--- config.mk ---
export PLATFORM = sky130hd
export DESIGN_NAME = alu_exec_stage
export DESIGN_NICKNAME = d
export VERILOG_FILES = /design/src/rtl/alu_exec_stage.sv
export SDC_FILE = /design/constraint.sdc
export NUM_CORES = 1
export LEC_CHECK = 0
export ABC_AREA = 1
export CAP_MARGIN = 20
export CORE_ASPECT_RATIO = 0.9
export CORE_MARGIN = 5
export CORE_UTILIZATION = 58
export CTS_CLUSTER_DIAMETER = 200
export DETAILED_ROUTE_END_ITERATION = 6
export PLACE_DENSITY = 0.86
export SLEW_MARGIN = 20
export SYNTH_ARGS = -nofsm -noshare
export SYNTH_HDL_FRONTEND = slang
export SYNTH_SLANG_ARGS = --single-unit
--- constraint.sdc ---
create_clock -name clk -period 5.4 [get_ports clk]
set_input_delay 1.08 -clock clk [delete_from_list [all_inputs] [get_ports clk]]
set_output_delay 1.08 -clock clk [all_outputs]
set_load 0.1 [all_outputs]
--- src/rtl/alu_exec_stage.sv ---
// rtl/alu_exec_stage.sv - 8-bit execute/writeback stage with forwarding and shift-add multiplier
module alu_exec_stage #(
  parameter int DW         = 8,
  parameter int AW         = 4,
  parameter int MUL_CYCLES = DW
) (
  input  logic          clk,
  input  logic          rst_n,
  input  logic          issue_valid,
  output logic          issue_ready,
  input  logic [3:0]    op,
  input  logic [AW-1:0] ra,
  input  logic [AW-1:0] rb,
  input  logic [AW-1:0] rd,
  input  logic [DW-1:0] imm,
  input  logic          use_imm,
  input  logic [DW-1:0] read_a,
  input  logic [DW-1:0] read_b,
  output logic [AW-1:0] wa,
  output logic [DW-1:0] wd,
  output logic          we,
  output logic [3:0]    flags
);

  localparam int SW = $clog2(DW);
  localparam int CW = $clog2(MUL_CYCLES + 1);

  typedef enum logic {S_IDLE, S_MUL} state_t;

  state_t          r_state;
  logic [AW-1:0]   r_wa;
  logic [DW-1:0]   r_wd;
  logic            r_we;
  logic [3:0]      r_flags;
  logic [2*DW-1:0] r_mcand;
  logic [DW-1:0]   r_mplier;
  logic [2*DW-1:0] r_acc;
  logic [CW-1:0]   r_cnt;
  logic [AW-1:0]   r_mrd;

  logic            w_accept;
  logic [DW-1:0]   w_op_a;
  logic [DW-1:0]   w_opb_reg;
  logic [DW-1:0]   w_op_b;
  logic [DW:0]     w_sum;
  logic [DW:0]     w_diff;
  logic [SW-1:0]   w_shamt;
  logic [DW:0]     w_shl;
  logic [DW:0]     w_shr;
  logic [DW-1:0]   w_res;
  logic            w_c;
  logic            w_v;
  logic [2*DW-1:0] w_acc_next;
  logic            w_mul_last;

  assign issue_ready = (r_state == S_IDLE);
  assign w_accept    = issue_valid && issue_ready;

  assign wa    = r_wa;
  assign wd    = r_wd;
  assign we    = r_we;
  assign flags = r_flags;

  // The register file only sees our write at the next edge, so bypass the pending writeback
  assign w_op_a    = (r_we && (r_wa == ra)) ? r_wd : read_a;
  assign w_opb_reg = (r_we && (r_wa == rb)) ? r_wd : read_b;
  assign w_op_b    = use_imm ? imm : w_opb_reg;

  // One extra bit on each side of the shifters catches the last bit shifted out
  assign w_sum   = {1'b0, w_op_a} + {1'b0, w_op_b};
  assign w_diff  = {1'b0, w_op_a} - {1'b0, w_op_b};
  assign w_shamt = w_op_b[SW-1:0];
  assign w_shl   = {1'b0, w_op_a} << w_shamt;
  assign w_shr   = {w_op_a, 1'b0} >> w_shamt;

  // Single-cycle ALU result and carry/overflow selection
  always_comb begin
    w_res = '0;
    w_c   = 1'b0;
    w_v   = 1'b0;
    case (op)
      4'd0: begin
        w_res = w_sum[DW-1:0];
        w_c   = w_sum[DW];
        w_v   = (w_op_a[DW-1] == w_op_b[DW-1]) && (w_sum[DW-1] != w_op_a[DW-1]);
      end
      4'd1, 4'd9: begin
        w_res = w_diff[DW-1:0];
        w_c   = w_diff[DW];
        w_v   = (w_op_a[DW-1] != w_op_b[DW-1]) && (w_diff[DW-1] != w_op_a[DW-1]);
      end
      4'd2: w_res = w_op_a & w_op_b;
      4'd3: w_res = w_op_a | w_op_b;
      4'd4: w_res = w_op_a ^ w_op_b;
      4'd5: begin
        w_res = w_shl[DW-1:0];
        w_c   = w_shl[DW];
      end
      4'd6: begin
        w_res = w_shr[DW:1];
        w_c   = w_shr[0];
      end
      4'd7: w_res = w_op_b;
      default: begin
        w_res = '0;
      end
    endcase
  end

  // Multiplier iteration: add the shifted multiplicand when the current multiplier bit is set
  assign w_acc_next = r_mplier[0] ? (r_acc + r_mcand) : r_acc;
  assign w_mul_last = (r_cnt == CW'(MUL_CYCLES - 1));

  // Issue/multiply state machine and registered writeback port
  always_ff @(posedge clk or negedge rst_n) begin
    if (!rst_n) begin
      r_state  <= S_IDLE;
      r_wa     <= '0;
      r_wd     <= '0;
      r_we     <= 1'b0;
      r_flags  <= '0;
      r_mcand  <= '0;
      r_mplier <= '0;
      r_acc    <= '0;
      r_cnt    <= '0;
      r_mrd    <= '0;
    end else begin
      r_we <= 1'b0;
      case (r_state)
        S_IDLE: begin
          if (w_accept) begin
            if (op <= 4'd7) begin
              r_wa    <= rd;
              r_wd    <= w_res;
              r_we    <= 1'b1;
              r_flags <= {(w_res == '0), w_res[DW-1], w_c, w_v};
            end else if (op == 4'd9) begin
              r_flags <= {(w_res == '0), w_res[DW-1], w_c, w_v};
            end else if (op == 4'd8) begin
              r_mcand  <= {{DW{1'b0}}, w_op_a};
              r_mplier <= w_op_b;
              r_mrd    <= rd;
              r_acc    <= '0;
              r_cnt    <= '0;
              r_state  <= S_MUL;
            end
          end
        end
        S_MUL: begin
          r_acc    <= w_acc_next;
          r_mcand  <= r_mcand << 1;
          r_mplier <= r_mplier >> 1;
          r_cnt    <= r_cnt + CW'(1);
          if (w_mul_last) begin
            r_wa    <= r_mrd;
            r_wd    <= w_acc_next[DW-1:0];
            r_we    <= 1'b1;
            r_flags <= {(w_acc_next[DW-1:0] == '0), w_acc_next[DW-1],
                        (w_acc_next[2*DW-1:DW] != '0), 1'b0};
            r_state <= S_IDLE;
          end
        end
        default: r_state <= S_IDLE;
      endcase
    end
  end

endmodule

; Yosys cells after proc, flatten, opt, wreduce, memory -nomap -nowiden
; Index checks and enable logic that the tools add are counted.
; Widths: inputs -> output; s select.
[word_totals]
register_bits = 66
input_bits = 44
output_inout_bits = 18
[op_classes]
bitwise_logic = 6
shift = 2
mux = 50
magnitude_cmp = 1
reduce_logical = 14
n_eq_ne = 23
n_addsub = 4
[ops]
columns = cell, n
row1 = $mux 16, 9
row2 = $mux 8, 10
row3 = $pmux 16 s2, 2
row4 = $pmux 8 s8, 1
row5 = $mux 4, 11
row6 = $pmux 8 s2, 2
row7 = $pmux 4 s2, 3
row8 = $eq 4x3->1 const B, 5
row9 = $add 16x16->16, 1
row10 = $logic_not 8->1, 2
row11 = $add 8x8->9, 1
row12 = $shl 8x3->9, 1
row13 = $shr 9x3->9, 1
row14 = $sub 8x8->9, 1
row15 = $and 8x8->8, 1
row16 = $eq 4x2->1 const B, 2
row17 = $eq 4x4->1, 2
row18 = $eq 4x4->1 const B, 2
row19 = $mux 1, 8
row20 = $ne 2x1->1 const B, 4
row21 = $or 8x8->8, 1
row22 = $reduce_bool 8->1, 1
row23 = $xor 8x8->8, 1
row24 = $pmux 1 s2, 3
row25 = 15 further kinds, 25

; Depth between registers and ports, before layout
[depth]
word_depth = 12
depth_mapped = 29

; Least setup slack after synthesis
; No wires, ideal clock.
[synth_timing]
path_kind = input to register
startpoint = input rb[3]
endpoint = register r_flags[3] (netlist: flags[3])
n_path_buf = 1
path_slack_ps = 1567
required_time_ps = 5322
setup_time_ps = 78
stages = 29
arrival_time_ps = 3755
path_cell_list = inv_1 nand2_1 nand2_1 nor2_8 nand3_4 buf_6 nand2_4 nand3_4 nand2_4 ha_1 inv_1 fa_1 inv_1 nand2_1 nand2_1 a21oi_1 nor2_1 nor2_1 nand2_1 nand2_1 a21oi_1 nand2_1 nor2_1 nand2_1 nor2_1 nand2_1 nor2_1 nand3_1 a21oi_1
[synth_between]
elab_chain_cells = 11
word_cells_on_any_way = 17
[synth_lines]
columns = element, line
row1 = start: declaration, 13  ; input logic [AW-1:0] rb,
row2 = $eq 4x4->1 *, 66  ; assign w_opb_reg = (r_we && (r_wa == rb)) ? r_wd : read_b;
row3 = $logic_and 1x1->1 *, 66
row4 = $mux 8 *, 66
row5 = $mux 8 *, 67  ; assign w_op_b = use_imm ? imm : w_opb_reg;
row6 = "$sub 8x8->9, or another cell as far along", 71  ; assign w_diff = {1'b0, w_op_a} - {1'b0, w_op_b};
row7 = $pmux 8 s8 *, 81  ; case (op)
row8 = $logic_not 8->1 *, "136, 138"
row9 = $mux 4, 137  ; end else if (op == 4'd9) begin
row10 = $mux 4 *, 132  ; if (op <= 4'd7) begin
row11 = $mux 4 *, 131  ; if (w_accept) begin
row12 = $pmux 4 s2 *, 129  ; case (r_state)
row13 = end signal: assignment, 136  ; r_flags <= {(w_res == '0), w_res[DW-1], w_c, w_v};
row14 = end signal: assignment, 138  ; r_flags <= {(w_res == '0), w_res[DW-1], w_c, w_v};
row15 = end signal: assignment, 158  ; r_flags <= {(w_acc_next[DW-1:0] == '0), w_acc_next[DW-1],
row16 = end: declaration, 34  ; logic [3:0] r_flags;
; Every way passes the cells marked *; elsewhere a longest branch is shown, timed or not. The select of a mux whose other input is x is not followed.
; A chain may end at the register's enable or synchronous reset.

; Worst setup path after layout
[layout_timing]
startpoint = input ra[0]
endpoint = register r_flags[3] (netlist: flags[3])
[layout_between]
elab_chain_cells = 10
word_cells_on_any_way = 16
[layout_lines]
columns = element, line
row1 = start: declaration, 12  ; input logic [AW-1:0] ra,
row2 = $eq 4x4->1 *, 65  ; assign w_op_a = (r_we && (r_wa == ra)) ? r_wd : read_a;
row3 = $logic_and 1x1->1 *, 65
row4 = $mux 8 *, 65
row5 = "$sub 8x8->9, or another cell as far along", 71
row6 = $pmux 8 s8 *, 81
row7 = $logic_not 8->1 *, "136, 138"
row8 = $mux 4, 137
row9 = $mux 4 *, 132
row10 = $mux 4 *, 131
row11 = $pmux 4 s2 *, 129
; Marks and branches as above.

==> results.md <==
Synth:
- The count of flip-flops with a built-in enable after synthesis is 0.
- The number of instances in the synthesized netlist is 894.
- The total of flip-flops plus latches after synthesis is between 60 and 70.
- The distinct cell type count after synthesis is 46.
- The number of nets handed over by synthesis was roughly 1000.
- The proportion of synthesized flip-flops having asynchronous set or reset is 1.00.
- In this run the cell area of the synthesized design comes to between 6000 and 7000 um2.
- The share of the Yosys chip area taken by registers is 0.274.
- The most used flip-flop cell after synthesis is sky130_fd_sc_hd__dfrtp_1.
- Dividing the synthesized area by the synthesized cell count gives ~6.7 um2.
- For this run, the number of Yosys warnings is 0.

Timing:
- The worst slew margin relative to its limit is 0.317.
- The total count of hold-check failures in the final report is 0.
- Setup repair after global routing left no endpoint under its margin.
- The final number of setup-violating endpoints is 0.
- The final worst clock skew is 0.00837 ns.
- The share of the clock period used by the worst path after layout is 0.844.
- The measured slew at the worst slew-check pin is roughly 1 ns.
- Across all setup checks in the final design, the least slack found is roughly 0.84 ns.
- The top achievable clock speed is between 200 and 250 MHz.
- Setup total negative slack on the finished layout was measured at 0 ns.
- The worst hold margin is ~0.49 ns.
- The number of slew-limit violations in the final report is 0.
- Counting I/O delays and the setup requirement, the final critical path takes around 4.6 ns.

Pwr:
- The leakage power is about 3.5 nW.
- The overall power is ~3.5 mW.
- The power density over the cells is between 400 and 500 nW/um2.
- The maximum vdd ir drop is 0.000739 V.

Detailed routing:
- The DRC violation count after routing is 0.
- The mean routed wirelength per cell is ~18 um.
- The final route contains roughly 6400 vias.
- The average via count per standard cell is between 5 and 6.
- The violation count after the first detailed-route iteration is 780.
- The number of routed nets with antenna violations is 0.
- For this block, the routed nets add up to 19100 um of wire.
- The count of TritonRoute iterations in the first routing pass is 7.

CTS:
- In this run the deepest clock path goes through 2 buffers.
- The cell sitting at the root of the clock tree is a sky130_fd_sc_hd__clkbuf_16.
- After clock tree synthesis, the setup repair step added 0 buffers.
- Buffers inserted during clock tree synthesis total 9.
- The clock drives 66 sinks.
- The depth of the CTS H-tree is 3.
- The later pin in the worst-skew pair is clocked with a latency of 0.34 ns.
- The number of buffers added to fix hold violations after cts is 0.
- The number of gates resized after CTS was 0.
- After clock tree synthesis, the clock-pin slew on the worst setup and hold paths is roughly 0.06 ns.
- TritonCTS built the clock tree.

Worst setup path:
- STA classifies the critical path endpoint as a register.
- The startpoint type of the worst setup path is a primary input.
- The worst setup path is of the in2reg kind.
- The data arrival time of the worst path is just under 5 ns.
- The required time of the critical path is between 5 and 6 ns.
- Of all nets on the critical path, the largest fanout is 12.

Global routing:
- The via count of the first global-routing pass is 5884.
- Entering global routing, the biggest net connects 67 pins.
- The initial antenna violation count was 0.
- The first global-routing pass estimated approximately 31000 um of wire.
- For this run, the total global-route usage over all layers was measured as 0.304.
- The aggregate global routing overflow is 0.

Placement:
- The worst-case setup slack after placement is 0.576 ns.
- The HPWL after detailed placement is 14400 um.
- The instance area after placement is approximately 6700 um2.
- The weighted congestion reported at the end of routability-driven placement is 1.01.
- The number of input and output port buffers inserted is between 60 and 70.
- The total placed cells including tap cells is about 1100.

Final layout:
- The filler cells instantiated in the layout total slightly below 900.
- The top cell types in the final layout, fill and taps aside, are sky130_fd_sc_hd__nand2_1 (233), sky130_fd_sc_hd__inv_1 (116), sky130_fd_sc_hd__nand3_1 (80), sky130_fd_sc_hd__nor2_1 (71), sky130_fd_sc_hd__dfrtp_1 (66).
- The final instance area is roughly 7000 um2.
- The number of inserted diodes is 0.
- The share of post-route cells with drive strength above 1 is 0.0755.
- The net total in the final layout is 1038.
- From synthesis to final layout, the design area changed by 16.7%.
- The area taken by flip-flops and latches is approximately 1700 um2.
- Summing all multi-input logic gate instances after layout gives about 3800 um2.
- The library cell used most frequently in the layout, excluding fill and tap cells, is sky130_fd_sc_hd__nand2_1.
- Excluding fillers, the count of instances in the completed layout stands at around 1100.
- The utilization after layout is 0.690.

Floorplan:
- slightly above 60 I/O pins were placed.
- The die is roughly 120 um wide.
- The floorplan step defined a die boundary enclosing between 10000 and 15000 um2.
- The total core area is just over 10000 um2.
- For this configuration, the core starts out at a cell density of 0.591.
- The height of the die is ~110 um.
- The initialized floorplan defines 35 standard-cell rows.

Run status:
- The flow ran to the end, and the final reports show no timing, DRC or antenna violations.

Hold path:
- The type of the worst min-delay path is reg2reg.

Run:
- The number of maximum-capacitance violations is 0.
[path summary, 6_finish.rpt]
check / startpoint / end / slack (ns) / depth (start not counted)
min: r_mrd[2] / r_mrd[2] / 0.49 / 2
min reg2reg: r_mrd[2] / r_mrd[2] / 0.49 / 2
min in group asynchronous: rst_n / r_cnt[3] / 0.92 / 2
max reg2reg: wa[2] / flags[3] / 1.60 / 24
max: ra[0] / flags[3] / 0.84 / 28
max in group asynchronous: rst_n / wd[1] / 3.94 / 2
[state kept, by name, indices dropped and copies added, names as in the netlist]
signal and count:
flags 4, r_acc 16, r_cnt 4, r_mcand 16, r_mplier 8, r_mrd 4, r_state 1, wa 4
wd 8, we 1
[layer usage]
layer | up-vias | wire length, um | track usage
li1 | 3081 | - | -
met1 | 2955 | 8560 | 0.444
met2 | 369 | 8060 | 0.458
met3 | 44 | 2040 | 0.0675
met4 | 0 | 411 | 0.0753
met5 | - | 0 | 0
[synth_stat cells, types with 2 or more instances]
| cell | instances | area share |
|---|---|---|
| sky130_fd_sc_hd__o21ai_0 | 59 | 0.049 |
| sky130_fd_sc_hd__nand3_2 | 2 | 0.0033 |
| sky130_fd_sc_hd__o31ai_1 | 2 | 0.0025 |
| sky130_fd_sc_hd__inv_2 | 8 | 0.0050 |
| sky130_fd_sc_hd__o21ai_1 | 4 | 0.0033 |
| sky130_fd_sc_hd__xor2_1 | 5 | 0.0073 |
| sky130_fd_sc_hd__o211ai_1 | 17 | 0.021 |
| sky130_fd_sc_hd__dfrtp_1 | 66 | 0.27 |
| sky130_fd_sc_hd__o21ai_4 | 2 | 0.0054 |
| sky130_fd_sc_hd__nand4_1 | 16 | 0.017 |
| sky130_fd_sc_hd__nand3b_1 | 3 | 0.0037 |
| sky130_fd_sc_hd__buf_1 | 4 | 0.0025 |
| sky130_fd_sc_hd__nor2_1 | 71 | 0.044 |
| sky130_fd_sc_hd__a21o_1 | 3 | 0.0037 |
| sky130_fd_sc_hd__ha_1 | 42 | 0.087 |
| sky130_fd_sc_hd__a211oi_1 | 3 | 0.0037 |
| sky130_fd_sc_hd__buf_4 | 3 | 0.0037 |
| sky130_fd_sc_hd__nand2_2 | 7 | 0.0073 |
| sky130_fd_sc_hd__or2_2 | 9 | 0.0093 |
| sky130_fd_sc_hd__clkbuf_1 | 18 | 0.011 |
| sky130_fd_sc_hd__xnor2_1 | 4 | 0.0058 |
| sky130_fd_sc_hd__a31oi_1 | 10 | 0.010 |
| sky130_fd_sc_hd__nor2_4 | 3 | 0.0056 |
| sky130_fd_sc_hd__nand3_4 | 3 | 0.0087 |
| sky130_fd_sc_hd__nor3_1 | 3 | 0.0025 |
| sky130_fd_sc_hd__o221ai_1 | 10 | 0.015 |
| sky130_fd_sc_hd__fa_1 | 3 | 0.010 |
| sky130_fd_sc_hd__nand3_1 | 80 | 0.066 |
| sky130_fd_sc_hd__nand2_4 | 7 | 0.013 |
| sky130_fd_sc_hd__o21bai_1 | 2 | 0.0025 |
| sky130_fd_sc_hd__inv_1 | 116 | 0.072 |
| sky130_fd_sc_hd__nand2_1 | 233 | 0.15 |
| sky130_fd_sc_hd__buf_6 | 3 | 0.0056 |
| sky130_fd_sc_hd__a21oi_1 | 42 | 0.035 |
| sky130_fd_sc_hd__o22ai_1 | 20 | 0.021 |
[power breakdown]
group	switching, mW	internal, mW	total (mW)	leakage [nW]
registers	0.176	0.703	0.879	0.852
logic	1.42	0.593	2.01	2.52
clock network	0.219	0.370	0.590	0.143
total	1.81	1.67	3.48	3.52
[logic make-up after synthesis]
logic type	count (synthesis)	synth area share
simple gates	440	0.331
compound gates	181	0.182
buf+inv	152	0.100
flops	66	0.274
fa+ha+maj	45	0.0971
xor+xnor	10	0.0158
[worst max-delay path, cell delays in order]
cell                              delay [ns]
sky130_fd_sc_hd__clkdlybuf4s50_1        0.47
sky130_fd_sc_hd__inv_1                  0.04
sky130_fd_sc_hd__nand2_1                0.05
sky130_fd_sc_hd__nand2_1                0.09
sky130_fd_sc_hd__nor2_4                 0.15
sky130_fd_sc_hd__nand3_2                0.28
sky130_fd_sc_hd__o21a_1                 0.38
sky130_fd_sc_hd__inv_1                  0.12
sky130_fd_sc_hd__ha_1                   0.28
sky130_fd_sc_hd__inv_1                  0.10
sky130_fd_sc_hd__fa_1                   0.40
sky130_fd_sc_hd__inv_1                  0.09
sky130_fd_sc_hd__nand2_1                0.07
sky130_fd_sc_hd__nand2_1                0.06
sky130_fd_sc_hd__a21oi_1                0.07
sky130_fd_sc_hd__nor2_1                 0.09
sky130_fd_sc_hd__nor2_1                 0.05
sky130_fd_sc_hd__nand2_1                0.06
sky130_fd_sc_hd__nand2_1                0.05
sky130_fd_sc_hd__a21oi_1                0.16
sky130_fd_sc_hd__nand2_1                0.07
sky130_fd_sc_hd__nor2_1                 0.09
sky130_fd_sc_hd__nand2_1                0.07
sky130_fd_sc_hd__nor2_1                 0.09
sky130_fd_sc_hd__nand2_1                0.07
sky130_fd_sc_hd__nor2_1                 0.10
sky130_fd_sc_hd__nand3_1                0.07
sky130_fd_sc_hd__a21oi_1                0.12
[final cells by class]
type / instances / area share
Multi-Input combinational cell: 676 / 0.536
Timing Repair Buffer: 72 / 0.0978
Clock buffer: 12 / 0.0350
Sequential cell: 66 / 0.235
Inverter: 124 / 0.0661
Clock inverter: 4 / 0.00729
Tap cell: 129 / 0.0229
Note: power is estimated with default switching activity, not from simulation.
